--- src/rtl/fetch_sequencer.sv ---
// Purpose : front-end fetch controller; owns the PC, issues one read per cycle to a
//           synchronous instruction memory and presents words to decode.
// Latency : issue in cycle c -> instr_valid in c+2; branch in c -> target visible in c+3.
// Backpr. : stall holds the output word; a word already in flight lands in a one-entry skid.
//
// Ports:
//   clk, rst_n                     clock, async active-low reset
//   start                          begin/restart fetching at RESET_PC (IDLE/HALTED only)
//   stall                          decode not ready; output word held
//   branch_valid, branch_target    redirect request (FETCH only)
//   imem_en, imem_addr, imem_rdata instruction memory read port (1-cycle read latency)
//   instr, instr_pc, instr_valid   word to decode, consumed at an edge with stall=0
//   done                           halt opcode reached; held until start or reset
module fetch_sequencer #(
    parameter int                ADDR_W      = 7,
    parameter int                DATA_W      = 32,
    parameter logic [4:0]        HALT_OPCODE = 5'b01011,
    parameter logic [ADDR_W-1:0] RESET_PC    = '0
) (
    input  logic              clk,
    input  logic              rst_n,
    input  logic              start,
    input  logic              stall,
    input  logic              branch_valid,
    input  logic [ADDR_W-1:0] branch_target,
    output logic              imem_en,
    output logic [ADDR_W-1:0] imem_addr,
    input  logic [DATA_W-1:0] imem_rdata,
    output logic [DATA_W-1:0] instr,
    output logic [ADDR_W-1:0] instr_pc,
    output logic              instr_valid,
    output logic              done
);

    typedef enum logic [1:0] {
        S_IDLE   = 2'd0,
        S_FETCH  = 2'd1,
        S_HALTED = 2'd2
    } state_t;

    state_t state_q, state_d;

    // Program counter and the tag of the read currently in flight.
    logic [ADDR_W-1:0] pc_q, pc_d;
    logic              if_vld_q, if_vld_d;
    logic [ADDR_W-1:0] if_pc_q, if_pc_d;

    // Output register presented to decode.
    logic              out_vld_q, out_vld_d;
    logic [DATA_W-1:0] out_dat_q, out_dat_d;
    logic [ADDR_W-1:0] out_pc_q, out_pc_d;

    // One-entry skid catching the word that returns while the output is held.
    logic              skid_vld_q, skid_vld_d;
    logic [DATA_W-1:0] skid_dat_q, skid_dat_d;
    logic [ADDR_W-1:0] skid_pc_q, skid_pc_d;

    logic done_q, done_d;

    logic in_fetch;
    logic redirect;
    logic restart;
    logic out_free;
    logic skid_halt;
    logic resp_halt;
    logic halt_detect;

    assign in_fetch  = (state_q == S_FETCH);
    assign redirect  = in_fetch && branch_valid;
    assign restart   = start && (state_q != S_FETCH);
    // Output register may be loaded this edge: empty, or its word is being taken.
    assign out_free  = !out_vld_q || !stall;
    assign skid_halt = (skid_dat_q[DATA_W-1 -: 5] == HALT_OPCODE);
    assign resp_halt = (imem_rdata[DATA_W-1 -: 5] == HALT_OPCODE);

    // Halt fires only when the halt word would actually move into the output
    // register. The skid is older than any returning word, so it is looked at first.
    // A skid-full cycle never coincides with a returning word: the skid fills only
    // under stall, and stall also blocks issue.
    assign halt_detect = in_fetch && !branch_valid && out_free &&
                         (skid_vld_q ? skid_halt : (if_vld_q && resp_halt));

    // ---------------- FSM: state register ----------------
    always_ff @(posedge clk or negedge rst_n) begin
        if (!rst_n) begin
            state_q <= S_IDLE;
        end else begin
            state_q <= state_d;
        end
    end

    // ---------------- FSM: next state ----------------
    always_comb begin
        state_d = state_q;
        case (state_q)
            S_IDLE:   if (start)       state_d = S_FETCH;
            S_FETCH:  if (halt_detect) state_d = S_HALTED;
            S_HALTED: if (start)       state_d = S_FETCH;
            default:                   state_d = S_IDLE;
        endcase
    end

    // ---------------- FSM: outputs ----------------
    always_comb begin
        imem_en = in_fetch && !stall && !branch_valid && !halt_detect;
    end

    // ---------------- Datapath next state ----------------
    always_comb begin
        pc_d       = pc_q;
        if_vld_d   = if_vld_q;
        if_pc_d    = if_pc_q;
        out_vld_d  = out_vld_q;
        out_dat_d  = out_dat_q;
        out_pc_d   = out_pc_q;
        skid_vld_d = skid_vld_q;
        skid_dat_d = skid_dat_q;
        skid_pc_d  = skid_pc_q;
        done_d     = done_q;

        if (restart) begin
            pc_d       = RESET_PC;
            done_d     = 1'b0;
            if_vld_d   = 1'b0;
            out_vld_d  = 1'b0;
            skid_vld_d = 1'b0;
        end else if (redirect) begin
            // Everything younger than the branch is wrong-path.
            pc_d       = branch_target;
            if_vld_d   = 1'b0;
            out_vld_d  = 1'b0;
            skid_vld_d = 1'b0;
        end else if (halt_detect) begin
            // Any word in the output register is being consumed this edge.
            done_d     = 1'b0 | 1'b1;
            if_vld_d   = 1'b0;
            out_vld_d  = 1'b0;
            skid_vld_d = 1'b0;
        end else begin
            if_vld_d = imem_en;
            if (imem_en) begin
                pc_d    = pc_q + 1'b1;
                if_pc_d = pc_q;
            end

            if (out_free) begin
                if (skid_vld_q) begin
                    out_vld_d  = 1'b1;
                    out_dat_d  = skid_dat_q;
                    out_pc_d   = skid_pc_q;
                    skid_vld_d = 1'b0;
                end else if (if_vld_q) begin
                    out_vld_d = 1'b1;
                    out_dat_d = imem_rdata;
                    out_pc_d  = if_pc_q;
                end else begin
                    out_vld_d = 1'b0;
                end
            end else if (if_vld_q) begin
                skid_vld_d = 1'b1;
                skid_dat_d = imem_rdata;
                skid_pc_d  = if_pc_q;
            end
        end
    end

    // ---------------- Datapath registers ----------------
    always_ff @(posedge clk or negedge rst_n) begin
        if (!rst_n) begin
            pc_q       <= RESET_PC;
            if_vld_q   <= 1'b0;
            if_pc_q    <= '0;
            out_vld_q  <= 1'b0;
            out_dat_q  <= '0;
            out_pc_q   <= '0;
            skid_vld_q <= 1'b0;
            skid_dat_q <= '0;
            skid_pc_q  <= '0;
            done_q     <= 1'b0;
        end else begin
            pc_q       <= pc_d;
            if_vld_q   <= if_vld_d;
            if_pc_q    <= if_pc_d;
            out_vld_q  <= out_vld_d;
            out_dat_q  <= out_dat_d;
            out_pc_q   <= out_pc_d;
            skid_vld_q <= skid_vld_d;
            skid_dat_q <= skid_dat_d;
            skid_pc_q  <= skid_pc_d;
            done_q     <= done_d;
        end
    end

    assign imem_addr   = pc_q;
    assign instr       = out_dat_q;
    assign instr_pc    = out_pc_q;
    assign instr_valid = out_vld_q;
    assign done        = done_q;

endmodule
--- config.mk ---
export PLATFORM = sky130hd
export DESIGN_NAME = fetch_sequencer
export DESIGN_NICKNAME = d
export VERILOG_FILES = /design/src/rtl/fetch_sequencer.sv
export SDC_FILE = /design/constraint.sdc
export NUM_CORES = 1
export LEC_CHECK = 0
export ABC_AREA = 1
export CELL_PAD_IN_SITES_DETAIL_PLACEMENT = 0
export CELL_PAD_IN_SITES_GLOBAL_PLACEMENT = 2
export CORE_ASPECT_RATIO = 0.75
export CORE_MARGIN = 2
export CORE_UTILIZATION = 30
export DETAILED_ROUTE_END_ITERATION = 6
export PLACE_DENSITY_LB_ADDON = 0.05
export SYNTH_ARGS = -nofsm -noshare
export SYNTH_HDL_FRONTEND = slang
export SYNTH_SLANG_ARGS = --single-unit
--- constraint.sdc ---
create_clock -name clk -period 2.02 [get_ports clk]
set_input_delay 0.404 -clock clk [delete_from_list [all_inputs] [get_ports clk]]
set_output_delay 0.404 -clock clk [all_outputs]
set_load 0.005 [all_outputs]
==> flow_summary.ini <==
[timing]
fin_skew_ps = 5.65
rsz0062_at_grt = false
period_minus_slack_ps = 1910
max_freq_mhz = 522
setup_viol = 0
worst_slew_pin_slew_ps = 530
fin_crit_sh_pct = 94.8
slew_headroom_pct = 64.7
finalMaxSlewViolations = 0
totalNegativeSetupSlack_ps = 0
hold_viol_final = 0

[floorplan]
initial_core_util_pct = 30.6
die_h_um = 112
num_rows = 39
die_width_um = 148
dieArea_um2 = 16500
core_area_um2 = 15200
io_pins = 93

[power_and_ir_drop]
p_comb_share_pct = 34.3
p_int_mw = 5.17
p_seq_share_pct = 43.7
powerDensity_nw_per_um2 = 1230
total_leakage_power_nw = 3.16
clkPwrFrac_pct = 22.0
irDropWorstVdd_mv = 0.531
p_switching_mw = 2.50
swShare_pct = 32.6

[global_routing]
antenna_found_initial = 0
grt_pass1_wl_um = 22400
grt_remaining_overflow = 0
grt_max_degree = 41
grt_use_total_pct = 17.3
grt_pass1_vias = 4211

[setup_path]
critPathKind = reg -> out
cp_max_fo = 3
arrival_ps = 1510
r2r-end = instr_pc[2]$_DFFE_PN0P_
reg2reg_depth = 10
regToRegStartpoint = if_vld_q$_DFF_PN0_
ff2ff_setup_slack_ps = 310
cp.required_ps = 1620
endpoint_kind = primary output
cp-start-kind = flop

[job]
max_cap_violations = 0

[clock_network]
clock_path_buffers = 2
root_buffer = clkbuf_16
cts_tree = built
cts-buffers-inserted = 9
holdBufCountCts = 0
cts.sinks = 98
clock_latency_ps = 350
h-tree-depth = 3
clk_pin_slew_ps = 70

[detailed_routing]
ant_nets = 0
wl_met3_um = 596
routed-wl-met2_um = 6110
drtIter0Drc = 289
dr.pass1.iters = 4
wl_per_cell_um = 15.2
vias = 4163
wl_um = 13600
highest_layer = met4
via_per_inst = 4.64
met1_length_um = 6770
drc = 0

[synthesis]
syn_inst = 588
mappedNetlistNets = 633
yosysUniqueCellTypes = 28
synth-seq-cells = 98
ys_seq_area_share_pct = 52.8
ys_warn_count = 0
syn_area_um2 = 4650
avgSynthCellArea_um2 = 7.91

[final_layout]
layout_commonest_cell = nand2_1
mostFrequentLayoutCells = 265 x nand2_1, 98 x dfrtp_1, 83 x clkdlybuf4s50_1
drive_gt1_share_pct = 9.81
fin_area_um2 = 6230
nets = 733
area_growth_pct = 34.1
antennaDiodeCount = 0

[place]
portBuffers = 92
gp_congestion = 0.738
dp.final_hpwl_um = 8840
place_area_um2 = 5900

[hold_path]
hold_class = in -> async

[run_status]
status = completed
[cell type report]
| class | instances | area, µm² |
|---|---|---|
| flip-flops and latches | 98 | 2450 |
| repair buffers | 126 | 1220 |
| multi-input cells | 415 | 1880 |
| clock buffers | 13 | 240 |
| well taps | 205 | 256 |
| inverters | 38 | 145 |
| clock inverters | 3 | 40.0 |
| fillers | 1574 | 8940 |
[cell usage after synthesis, drive strengths merged]
cell	instances	share of area [%]
a21oi	3	0.40
buf	26	3.5
clkbuf	11	0.92
dfrtp	98	53
ha	1	0.27
inv	38	3.1
nand2	270	22
nand3	16	2.1
nand4	39	5.2
nor2	11	1.2
o21ai	71	7.6
o31ai	1	0.16
xnor2	1	0.19
xor2	2	0.38
[what timing repair did]
action / in CTS / in global routing
pin swaps: 5 / 3
gates resized for setup: 11 / 4
setup endpoints to repair: 1 / 1
setup buffers: 0 / 5
[power groups by stage]
stage / clock (mW) / sequential, mW / combinational, mW
floorplan: 0 / 3.29 / 1.21
global placement: 0 / 3.37 / 2.63
detailed placement: 0 / 3.39 / 2.65
CTS: 1.75 / 3.36 / 2.66
global route: 1.84 / 3.46 / 3.01
finish: 1.68 / 3.35 / 2.63
[worst max path at each step]
stage          slack, ps  cells after the start  endpoint                     from
5_1_grt              0.9                      7   imem_en   state_q[1]$_DFFE_PN0P_
4_1_cts               10                      8   imem_en             branch_valid
3_3_place_gp        -320                      9   imem_en           imem_rdata[30]
3_5_place_dp        -310                      9   imem_en           imem_rdata[30]
2_1_floorplan        460                      7   imem_en  instr_valid$_DFFE_PN0P_
6_report             110                      7   imem_en   state_q[1]$_DFFE_PN0P_
[metrics by stage]
step	util, %	setup slack (ps)	cells	power, mW	hold slack (ps)
CTS	40.7	11.5	893	7.78	20.2
global placement	38.9	-317	877	5.99	400
detailed placement	38.9	-305	877	6.04	402
finish	41.1	106	898	7.67	23.1
floorplan	-	458	588	4.50	108
global route	41.1	0.902	898	8.30	33.9
[registers in the layout (all words and copies together), names as in the netlist, 2 cells and up]
name	count
skid_dat_q	32
instr_pc	7
if_pc_q	7
skid_pc_q	7
imem_addr	7
instr	32
state_q	2
[metal layers]
metal	vias up	GRT usage (%)
met5	-	0
met4	0	4.10
met3	9	3.93
met2	95	27.6
met1	1971	23.9
li1	2088	-
[logic make-up after synthesis]
kind of cell | count (synthesis) | share of synthesized area (%)
fa+ha+maj | 1 | 0.269
xor+xnor | 3 | 0.565
compound gates | 75 | 8.21
buf+inv | 75 | 7.56
simple gates | 336 | 30.6
flops | 98 | 52.8
[worst max-delay path: stages, from the launching register on]
cell,delay (ps)
dfrtp_1,400
inv_2,80
nand3_2,80
nor2_2,120
nand3_2,90
nand2_2,100
inv_2,40
dlygate4sd2_1,250
No activity file was read; power rests on OpenSTA's default activity.
